**config.mk**
```make
export PLATFORM = sky130hd
export DESIGN_NAME = fp16_align_acc
export DESIGN_NICKNAME = d
export VERILOG_FILES = /design/src/rtl/fp16_align_acc_pkg.sv /design/src/rtl/fp16_align_acc_align_shifter.sv /design/src/rtl/fp16_align_acc.sv
export SDC_FILE = /design/constraint.sdc
export NUM_CORES = 1
export LEC_CHECK = 0
export ABC_AREA = 1
export ABC_CLOCK_PERIOD_IN_PS = 5290
export CORE_MARGIN = 2
export CORE_UTILIZATION = 55
export CTS_BUF_LIST = sky130_fd_sc_hd__clkbuf_4 sky130_fd_sc_hd__clkbuf_8 sky130_fd_sc_hd__clkbuf_16
export CTS_CLUSTER_DIAMETER = 40
export DETAILED_ROUTE_END_ITERATION = 8
export PLACE_DENSITY = 0.78
export SLEW_MARGIN = 20
export SYNTH_ARGS = -nofsm -noshare
export SYNTH_HDL_FRONTEND = slang
export SYNTH_SLANG_ARGS = --single-unit
```
**constraint.sdc**
```tcl
create_clock -name i_clk -period 5.29 [get_ports i_clk]
set_input_delay 1.058 -clock i_clk [delete_from_list [all_inputs] [get_ports i_clk]]
set_output_delay 1.058 -clock i_clk [all_outputs]
set_load 0.02 [all_outputs]
```
**src/rtl/fp16_align_acc_pkg.sv**
```systemverilog
// fp16_align_acc_pkg
// Shared widths, the controller state encoding and the buffered-term record
// for the FP16 alignment accumulator.
package fp16_align_acc_pkg;

  localparam int SUM_W    = 19;             // accumulator / result width
  localparam int EXP_W    = 5;              // biased exponent width
  localparam int MANT_W   = 11;             // mantissa incl. explicit leading one
  localparam int EXT_W    = 3;              // guard/round/sticky extension
  localparam int LEAD_POS = 13;             // leading-one position in the aligned magnitude
  localparam int MAG_W    = LEAD_POS + 1;   // aligned magnitude width

  typedef enum logic [1:0] {
    COLLECT = 2'd0,
    ALIGN   = 2'd1,
    DONE    = 2'd2
  } state_t;

  typedef struct packed {
    logic              sign;
    logic [EXP_W-1:0]  exp;
    logic [MANT_W-1:0] mant;
  } term_t;

endpackage

```
**src/rtl/fp16_align_acc_align_shifter.sv**
```systemverilog
// fp16_align_acc_align_shifter
// Combinational alignment of one buffered term to the group exponent.
// Right-shifts {mant,GRS} by (max_exp - exp), folds every shifted-out bit
// into bit 0 as sticky, and returns the signed 19-bit addend.
// Ports:
//   max_exp - group reference exponent
//   term    - buffered {sign, exp, mant}
//   addend  - two's-complement aligned term, zero-extended to SUM_W
module fp16_align_acc_align_shifter
  import fp16_align_acc_pkg::*;
(
  input  logic [EXP_W-1:0] max_exp,
  input  term_t            term,
  output logic [SUM_W-1:0] addend
);

  logic [EXP_W-1:0] shift_s;
  logic [MAG_W-1:0] ext_s;
  logic [MAG_W-1:0] mask_s;
  logic [MAG_W-1:0] mag_s;
  logic             sticky_s;

  // Shift, sticky collapse and conditional negation of one term
  always_comb begin
    shift_s  = max_exp - term.exp;
    ext_s    = {term.mant, {EXT_W{1'b0}}};
    mask_s   = '0;
    sticky_s = 1'b0;
    mag_s    = '0;
    if (term.mant == '0) begin
      // A zero term may carry any exponent, so the wrapped shift is irrelevant.
      mag_s = '0;
    end else if (shift_s >= EXP_W'(MAG_W)) begin
      // Every significant bit falls off the end: only sticky survives.
      mag_s = MAG_W'(1);
    end else begin
      mask_s   = (MAG_W'(1) << shift_s) - MAG_W'(1);
      sticky_s = |(ext_s & mask_s);
      mag_s    = (ext_s >> shift_s) | {{(MAG_W-1){1'b0}}, sticky_s};
    end
    if (term.sign) begin
      addend = ~{{(SUM_W-MAG_W){1'b0}}, mag_s} + SUM_W'(1);
    end else begin
      addend = {{(SUM_W-MAG_W){1'b0}}, mag_s};
    end
  end

endmodule

```
**src/rtl/fp16_align_acc.sv**
```systemverilog
// fp16_align_acc
// Collects N_TERMS FP16 terms, tracks the largest exponent of the nonzero
// terms, then aligns and sums one buffered term per cycle into a 19-bit
// two's-complement result (leading one at bit 13, GRS in bits 2:0).
// No rounding is done here.
// Ports:
//   i_clk, i_rst_n             - clock, synchronous active-low reset
//   i_valid/o_ready            - input term handshake (ready only in COLLECT)
//   i_sign, i_exp, i_mant      - input term
//   o_valid/i_ready            - result handshake
//   o_sum, o_max_exp           - aligned group sum and its reference exponent
module fp16_align_acc
  import fp16_align_acc_pkg::*;
#(
  parameter int N_TERMS = 4
) (
  input  logic              i_clk,
  input  logic              i_rst_n,
  input  logic              i_valid,
  output logic              o_ready,
  input  logic              i_sign,
  input  logic [EXP_W-1:0]  i_exp,
  input  logic [MANT_W-1:0] i_mant,
  output logic              o_valid,
  input  logic              i_ready,
  output logic [SUM_W-1:0]  o_sum,
  output logic [EXP_W-1:0]  o_max_exp
);

  // k has to reach N_TERMS: that extra ALIGN step publishes the finished sum.
  localparam int K_W = $clog2(N_TERMS + 1);

  state_t           state_r;
  logic [K_W-1:0]   k_r;
  logic [EXP_W-1:0] max_r;
  logic [SUM_W-1:0] acc_r;
  term_t            buf_r [N_TERMS];
  logic             ready_r;
  logic             valid_r;
  logic [SUM_W-1:0] sum_r;
  logic [EXP_W-1:0] max_out_r;
  term_t            cur_s;
  logic [SUM_W-1:0] addend_s;

  assign o_ready   = ready_r;
  assign o_valid   = valid_r;
  assign o_sum     = sum_r;
  assign o_max_exp = max_out_r;

  // Select the buffered term addressed by k; the publish step sees a zero term
  always_comb begin
    cur_s = '0;
    for (int i = 0; i < N_TERMS; i++) begin
      if (k_r == K_W'(i)) begin
        cur_s = buf_r[i];
      end else begin
        cur_s = cur_s;
      end
    end
  end

  fp16_align_acc_align_shifter u_align_shifter (
    .max_exp (max_r),
    .term    (cur_s),
    .addend  (addend_s)
  );

  // Controller FSM, term buffer, running max, accumulator and output registers
  always_ff @(posedge i_clk) begin
    if (!i_rst_n) begin
      state_r   <= COLLECT;
      k_r       <= '0;
      max_r     <= '0;
      acc_r     <= '0;
      ready_r   <= 1'b1;
      valid_r   <= 1'b0;
      sum_r     <= '0;
      max_out_r <= '0;
      for (int i = 0; i < N_TERMS; i++) begin
        buf_r[i] <= '0;
      end
    end else begin
      case (state_r)
        COLLECT: begin
          if (i_valid && ready_r) begin
            for (int i = 0; i < N_TERMS; i++) begin
              if (k_r == K_W'(i)) begin
                buf_r[i] <= {i_sign, i_exp, i_mant};
              end
            end
            // Zero terms carry no magnitude and must not pull the reference up.
            if ((i_mant != '0) && (i_exp > max_r)) begin
              max_r <= i_exp;
            end
            if (k_r == K_W'(N_TERMS - 1)) begin
              state_r <= ALIGN;
              k_r     <= '0;
              acc_r   <= '0;
              ready_r <= 1'b0;
            end else begin
              k_r <= k_r + K_W'(1);
            end
          end
        end
        ALIGN: begin
          if (k_r == K_W'(N_TERMS)) begin
            sum_r     <= acc_r;
            max_out_r <= max_r;
            valid_r   <= 1'b1;
            state_r   <= DONE;
          end else begin
            acc_r <= acc_r + addend_s;
            k_r   <= k_r + K_W'(1);
          end
        end
        DONE: begin
          if (i_ready) begin
            valid_r <= 1'b0;
            ready_r <= 1'b1;
            state_r <= COLLECT;
            k_r     <= '0;
            max_r   <= '0;
            acc_r   <= '0;
          end
        end
        default: begin
          state_r <= COLLECT;
          k_r     <= '0;
          max_r   <= '0;
          acc_r   <= '0;
          ready_r <= 1'b1;
          valid_r <= 1'b0;
        end
      endcase
    end
  end

endmodule

```
==> Yosys cells after proc, flatten, opt, wreduce, memory -nomap -nowiden <==
Memories as Yosys holds them, arrays and structs flattened.
Cells that the tools add are included.
{ "totals": {"output_inout_bits": 26, "ram_bits": 68, "word_cells": 111, "inputBits": 21, "n_memories": 1, "reg_bits": 55} }
{ "mem_list": {"columns": ["memory", "words", "width", "read_ports", "rd_clocked_by_memory_dff", "wr", "line", "rtl"], "rows": [
  ["buf_r", 4, 17, 4, 0, 4, "fp16_align_acc.sv:37", "term_t buf_r [N_TERMS];"]
]} }
{ "op_classes": {"magnitude_cmp": 2, "eq_ne": 12, "bitwise_logic": 9, "add_sub_neg": 5, "shift": 2, "mux": 58, "n_reduce_logical": 14} }
{ "op_table": {"columns": ["operator", "n"], "rows": [
  ["17-bit two-way mux", 8],
  ["19-bit two-way mux", 5],
  ["19-bit one-hot mux with 3 select lines", 1],
  ["14-bit two-way mux", 2],
  ["1-bit two-way mux", 26],
  ["19-bit by 1-bit adder with 19-bit output, second input constant", 1],
  ["19-bit adder", 1],
  ["14-bit inverter with 19-bit output", 1],
  ["4-bit AND reduction", 4],
  ["5-bit two-way mux", 3],
  ["5-bit one-hot mux with 3 select lines", 1],
  ["14-bit bitwise AND", 1],
  ["14-bit by 1-bit bitwise OR with 14-bit output", 1],
  ["14-bit OR reduction", 1],
  ["1-bit by 5-bit << shifter with 14-bit output, first input constant", 1],
  ["14-bit by 5-bit >> shifter with 14-bit output", 1],
  ["14-bit by 2-bit subtractor with 14-bit output, second input constant", 1],
  ["3-bit two-way mux", 4],
  ["2-bit inequality test, second input constant", 6],
  ["11-bit zero test", 1],
  ["11-bit nonzero test", 1],
  ["3-bit one-hot mux with 3 select lines", 1],
  ["2-bit two-way mux", 4],
  ["3-bit by 2-bit == test with 1-bit output, second input constant", 2],
  ["other kinds (17)", 24]
]} }

==> Longest topological paths before layout <==
{ "depth": {"depth_word": 19, "depth_mapped": 49, "depth_no_buf": 48} }

==> Hierarchy <==
Synthesis repeated with hierarchy kept, for this count alone.
{ "unflattened": {"cells_unflattened": 1070, "hier_area_um2": 7837.5} }
{ "modules_own_cells": {"columns": ["mod", "seq_area_each_um2", "area_each_um2", "instances", "cells_each"], "rows": [
  ["fp16_align_acc", 3143.0, 6346.1, 1, 778],
  ["fp16_align_acc_align_shifter", 0.0, 1491.4, 1, 292]
]} }

==> Least setup slack after synthesis <==
OpenSTA, ideal clock, no wires.
{ "synth_path": {"kind": "register to register", "start": "register k_r[2]", "end": "register acc_r[17]", "required_time_ns": 5.158, "arrival_ns": 5.521, "path_buffers": 4, "slack_ns": -0.363, "stages_incl_launch_ff": 41, "period_less_slack_ns": 5.653, "setup_time_ns": 0.132, "cell_sequence": "dfxtp_1 -> inv_2 -> ha_1 -> buf_2 -> inv_2 -> buf_2 -> buf_4 -> o21ai_0 -> o21ai_0 -> inv_1 -> ha_1 -> nand2_1 -> o21ai_1 -> xor2_1 -> buf_2 -> nor2_1 -> nor2_1 -> inv_1 -> (+5 left out) -> nor2_4 -> a31oi_1 -> xor2_1 -> ha_1 -> nand2_1 -> nor3_1 -> nand3_1 -> nand3_1 -> nand3_1 -> nand2_1 -> nand3_1 -> nand2_1 -> nand2_1 -> nand2_1 -> a21oi_1 -> or2_2 -> nand3_1 -> a21oi_1"} }
{ "synth_via": {"elab_chain_cells": 19, "elab_cells_between_ends": 29, "cone_classes": "4 x add/sub; 1 x order compare; 6 x eq/ne; 2 x shift; 9 x mux; 3 x bitwise; 4 x reduce/logical"} }
{ "synth_rtl": {"columns": ["element", "line", "rtl"], "rows": [
  ["from (decl)", "fp16_align_acc.sv:34", "logic [K_W-1:0] k_r;"],
  ["from (signal assigned)", "fp16_align_acc.sv:101", "k_r <= k_r + K_W'(1);"],
  ["from (signal assigned)", "fp16_align_acc.sv:113", "k_r <= k_r + K_W'(1);"],
  ["3-bit zero test", "fp16_align_acc.sv:54", "if (k_r == K_W'(i)) begin"],
  ["17-bit two-way mux (4 in series)", "fp16_align_acc.sv:54", null],
  ["5-bit subtractor", "fp16_align_acc_align_shifter.sv:25", "shift_s = max_exp - term.exp;"],
  ["1-bit by 5-bit << shifter with 14-bit output", "fp16_align_acc_align_shifter.sv:37", "mask_s = (MAG_W'(1) << shift_s) - MAG_W'(1);"],
  ["14-bit by 2-bit subtractor with 14-bit output", "fp16_align_acc_align_shifter.sv:37", null],
  ["14-bit bitwise AND", "fp16_align_acc_align_shifter.sv:38", "sticky_s = |(ext_s & mask_s);"],
  ["14-bit OR reduction", "fp16_align_acc_align_shifter.sv:38", null],
  ["14-bit by 1-bit bitwise OR with 14-bit output", "fp16_align_acc_align_shifter.sv:39", "mag_s = (ext_s >> shift_s) | {{(MAG_W-1){1'b0}}, sticky_s};"],
  ["14-bit two-way mux", "fp16_align_acc_align_shifter.sv:33", "end else if (shift_s >= EXP_W'(MAG_W)) begin"],
  ["14-bit two-way mux", "fp16_align_acc_align_shifter.sv:30", "if (term.mant == '0) begin"],
  ["14-bit inverter with 19-bit output", "fp16_align_acc_align_shifter.sv:42", "addend = ~{{(SUM_W-MAG_W){1'b0}}, mag_s} + SUM_W'(1);"],
  ["19-bit by 1-bit adder with 19-bit output", "fp16_align_acc_align_shifter.sv:42", null],
  ["19-bit two-way mux", "fp16_align_acc_align_shifter.sv:41", "if (term.sign) begin"],
  ["19-bit adder", "fp16_align_acc.sv:112", "acc_r <= acc_r + addend_s;"],
  ["19-bit two-way mux", "fp16_align_acc.sv:106", "if (k_r == K_W'(N_TERMS)) begin"],
  ["19-bit one-hot mux with 3 select lines", "fp16_align_acc.sv:83", "case (state_r)"],
  ["to (signal assigned)", "fp16_align_acc.sv:112", null],
  ["to (decl)", "fp16_align_acc.sv:36", "logic [SUM_W-1:0] acc_r;"]
]} }
Parallel ways exist; a longest one is shown, timed or not. The select of a mux whose other input is x is not followed.
A chain may end at the register's enable or synchronous reset.

==> Worst setup path after layout <==
{ "layout_path": {"start": "register k_r[1]", "end": "register acc_r[17]"} }
The elaborated chain is that of the path after synthesis.

==> results.toml <==
[drt]
top_layer_used = "met4"
met3_length_mm = 1.397
vias = 7709
drcViolationCount = 0
wl_mm = 23.28
drt_iter0_drc = 752
avgRoutedWirePerCell_um = 16.94
ant_nets = 0
wl_met1_mm = 9.603
met2WireLength_mm = 11.43
drt-pass1-iter-count = 5
vias_per_cell = 5.611

[global_route]
grt_max_degree = 36
grt_pass1_vias = 7147
grt_pass1_wl_mm = 34.55
gr-total-overflow = 0
track_usage = 0.2983
grt_antenna_before_repair = 0

[placed_design]
place_area_um2 = 8936
place_inst = 1316
routabilityCongestion = 0.9762
io_buffers = 46
dp_hpwl_mm = 14.79

[synth]
synth_adder_area_share = 0.06406
synth_top_area_cell = "edfxtp_1"
synth_cells = 1039
synthXorXnorAreaFrac = 0.01030
synthSimpleGateAreaFrac = 0.3148
async_reset_ff_frac = 0
netlist-cell-type-count = 50
yosys_most_used_dff = "edfxtp_1"
yosys.area.top_type_share = 0.2667
synthMuxAreaShare = 0
synth_top_family_by_area = "simple AND/OR/NAND/NOR gates"
syn_area_um2 = 7656
synth_edf_count = 68
ys.warnings.count = 0
synth_compound_area_frac = 0.1249
ys_seq_elements = 123
netlist_top_cells_area = "edfxtp_1, dfxtp_1, nand2_1, nor2_1, nand3_1"
synth.avg_cell_area_um2 = 7.369
ys_seq_area_frac = 0.4105
synth_nets = 1098

[pwr]
cellInternalPower_w = 0.002849
p_seq_frac = 0.218
p_switching_w = 0.002121
switching_share = 0.4268
irDropWorstVdd_uv = 417.7
p_clk_frac = 0.229
total_leakage_power_nw = 4.653
pwr-share-comb = 0.553
powerDensity_nw_per_um2 = 489.3

[floorplanning]
fp.coreArea_um2 = 13720
design.die.area_um2 = 14880
initial_utilization = 0.5580
die_x_um = 122.0
num_rows = 43
ios = 47
dieHeight_um = 122.0

[run_status]
violations = "negative setup slack"
status = "finished with violations"

[finish]
nets = 1240
drive_above_1_share = 0.2538
antennaDiodeCount = 0
final_common_cell = "nand2_1"
area_delta_synth_final_pct = 32.67
final_cell_mix = "nand2_1, nor2_1, buf_4, nand3_1, inv_1"
instances_no_fill = 1374
final_area_um2 = 10160

[clocking]
cts_tree = "yes"
clk_pin_slew_worst_paths_ns = 0.06
numCtsBuffers = 17
clk_path_buf_depth = 2
hold_buffers = 0
htreeDepth = 4
cts_sinks = 123
worstSkewPairLatency_ns = 0.43
cts_root_buf = "clkbuf_16"

[critical_path]
crit_path_max_incr_delay_ns = 0.37
end_kind = "register"
slowest_stage = "dfxtp_4"
cp.required_ns = 5.61
crit_path_max_fanout = 4
worstPathArrival_ns = 5.91
path_common_cell = "nand2_1"
start_kind = "register"
critical_path_class = "reg -> reg"

[timing]
fin_worst_hold_slack_ns = 0.4830
setup_ws_ns = -0.3022
fin_crit_sh = 1.057
slew_headroom = 0.4424
final.min_clock_period_ns = 5.592
worst_clock_skew_ns = 0.01362
setup_viol = 7
clock.fmax_mhz = 178.8
slew_violations = 0
worst_pin_slew_ns = 0.8259
hold_viol_final = 0
rsz0062_at_grt = "true"

[min_path]
holdCritPathClass = "reg -> reg"

[run]
drv_cap = 0
## worst paths after layout
kind,start,end,slack [ns],cells after the start
worst max-delay path,k_r[1]$_SDFFE_PN0P_,acc_r[17]$_SDFFE_PN0P_,-0.30,49
worst min-delay path,acc_r[18]$_SDFFE_PN0P_,acc_r[18]$_SDFFE_PN0P_,0.48,2
worst max register to register,k_r[1]$_SDFFE_PN0P_,acc_r[17]$_SDFFE_PN0P_,-0.30,49
worst min register to register,acc_r[18]$_SDFFE_PN0P_,acc_r[18]$_SDFFE_PN0P_,0.48,2
## sequential cells by signal (all words and copies together), names as in the netlist
signal and count:
state_r 2, buf_r 68, o_max_exp 5, o_valid 1, k_r 3, acc_r 19
o_sum 19, o_ready 1, max_r 5
## routing by layer
| layer | track usage | vias up |
|---|---|---|
| met5 | 0 | - |
| met3 | 0.05852 | 76 |
| met4 | 0.1351 | 0 |
| met2 | 0.5000 | 342 |
| li1 | - | 3719 |
| met1 | 0.3724 | 3572 |
## through the flow
step / worst slack, ns / power, W / utilization / TNS (ns)
3_3_place_gp: -0.07072 / 0.003276 / 0.6513 / -0.1907
2_1_floorplan: -0.1572 / 0.002498 / - / -0.1572
4_1_cts: -0.05081 / 0.004617 / 0.7120 / -0.1092
6_report: -0.3022 / 0.004970 / 0.7404 / -1.189
5_1_grt: -0.6571 / 0.005245 / 0.7404 / -4.734
3_5_place_dp: -0.2202 / 0.003291 / 0.6513 / -0.9515
## worst max-delay path: cells and delay by family, from the launching register on
family	cells	cell delay [ns]
buffers and inverters	7	0.52
flip-flops	1	0.37
AND/OR/NAND/NOR	30	2.76
XOR/XNOR	1	0.09
adder cells (fa/ha/maj)	5	1.20
AO/OA/AOI/OAI	6	0.55
## kinds of logic (layout without fill, tap and decap cells)
family,count (synthesis),in the layout
simple gates,553,553
compound gates,170,170
buf+inv,146,301
flops,123,123
fa+ha+maj,38,38
xor+xnor,9,9
## final cells by class
cell class / instances / area, µm²
inverter: 109 / 416.7
clock inverter: 15 / 138.9
timing repair buffer: 160 / 1331
clock buffer: 17 / 425.4
fill: 969 / 3562
tap: 180 / 225.2
sequential: 123 / 3152
multi-input combinational: 770 / 4468
## power groups by stage
stage	Combinational, W	Clock, W	Sequential, W
finish	0.00275	0.00114	0.00109
global route	0.00298	0.00118	0.00109
CTS	0.00239	0.00114	0.00109
detailed placement	0.00219	0	0.00111
global placement	0.00217	0	0.00110
floorplan	0.00140	0	0.00110
## repair_timing
item,in CTS,in global routing
hold endpoints to repair,0,0
buffers inserted,14,15
pin swaps,34,35
resized for setup,47,72
setup endpoints to repair,7,13
## Yosys cell counts, types with 7 or more instances
library cell and count:
xor2_1 7, nand2_1 249, inv_2 11, a211oi_1 8, clkbuf_1 25, nor2_1 149, a21oi_1 69, o21ai_0 56
nand2_2 7, inv_1 93, o21ai_1 9, dfxtp_1 55, edfxtp_1 68, nand3_1 97, ha_1 36, or2_2 13
Note: power is estimated with default switching activity, not from simulation.
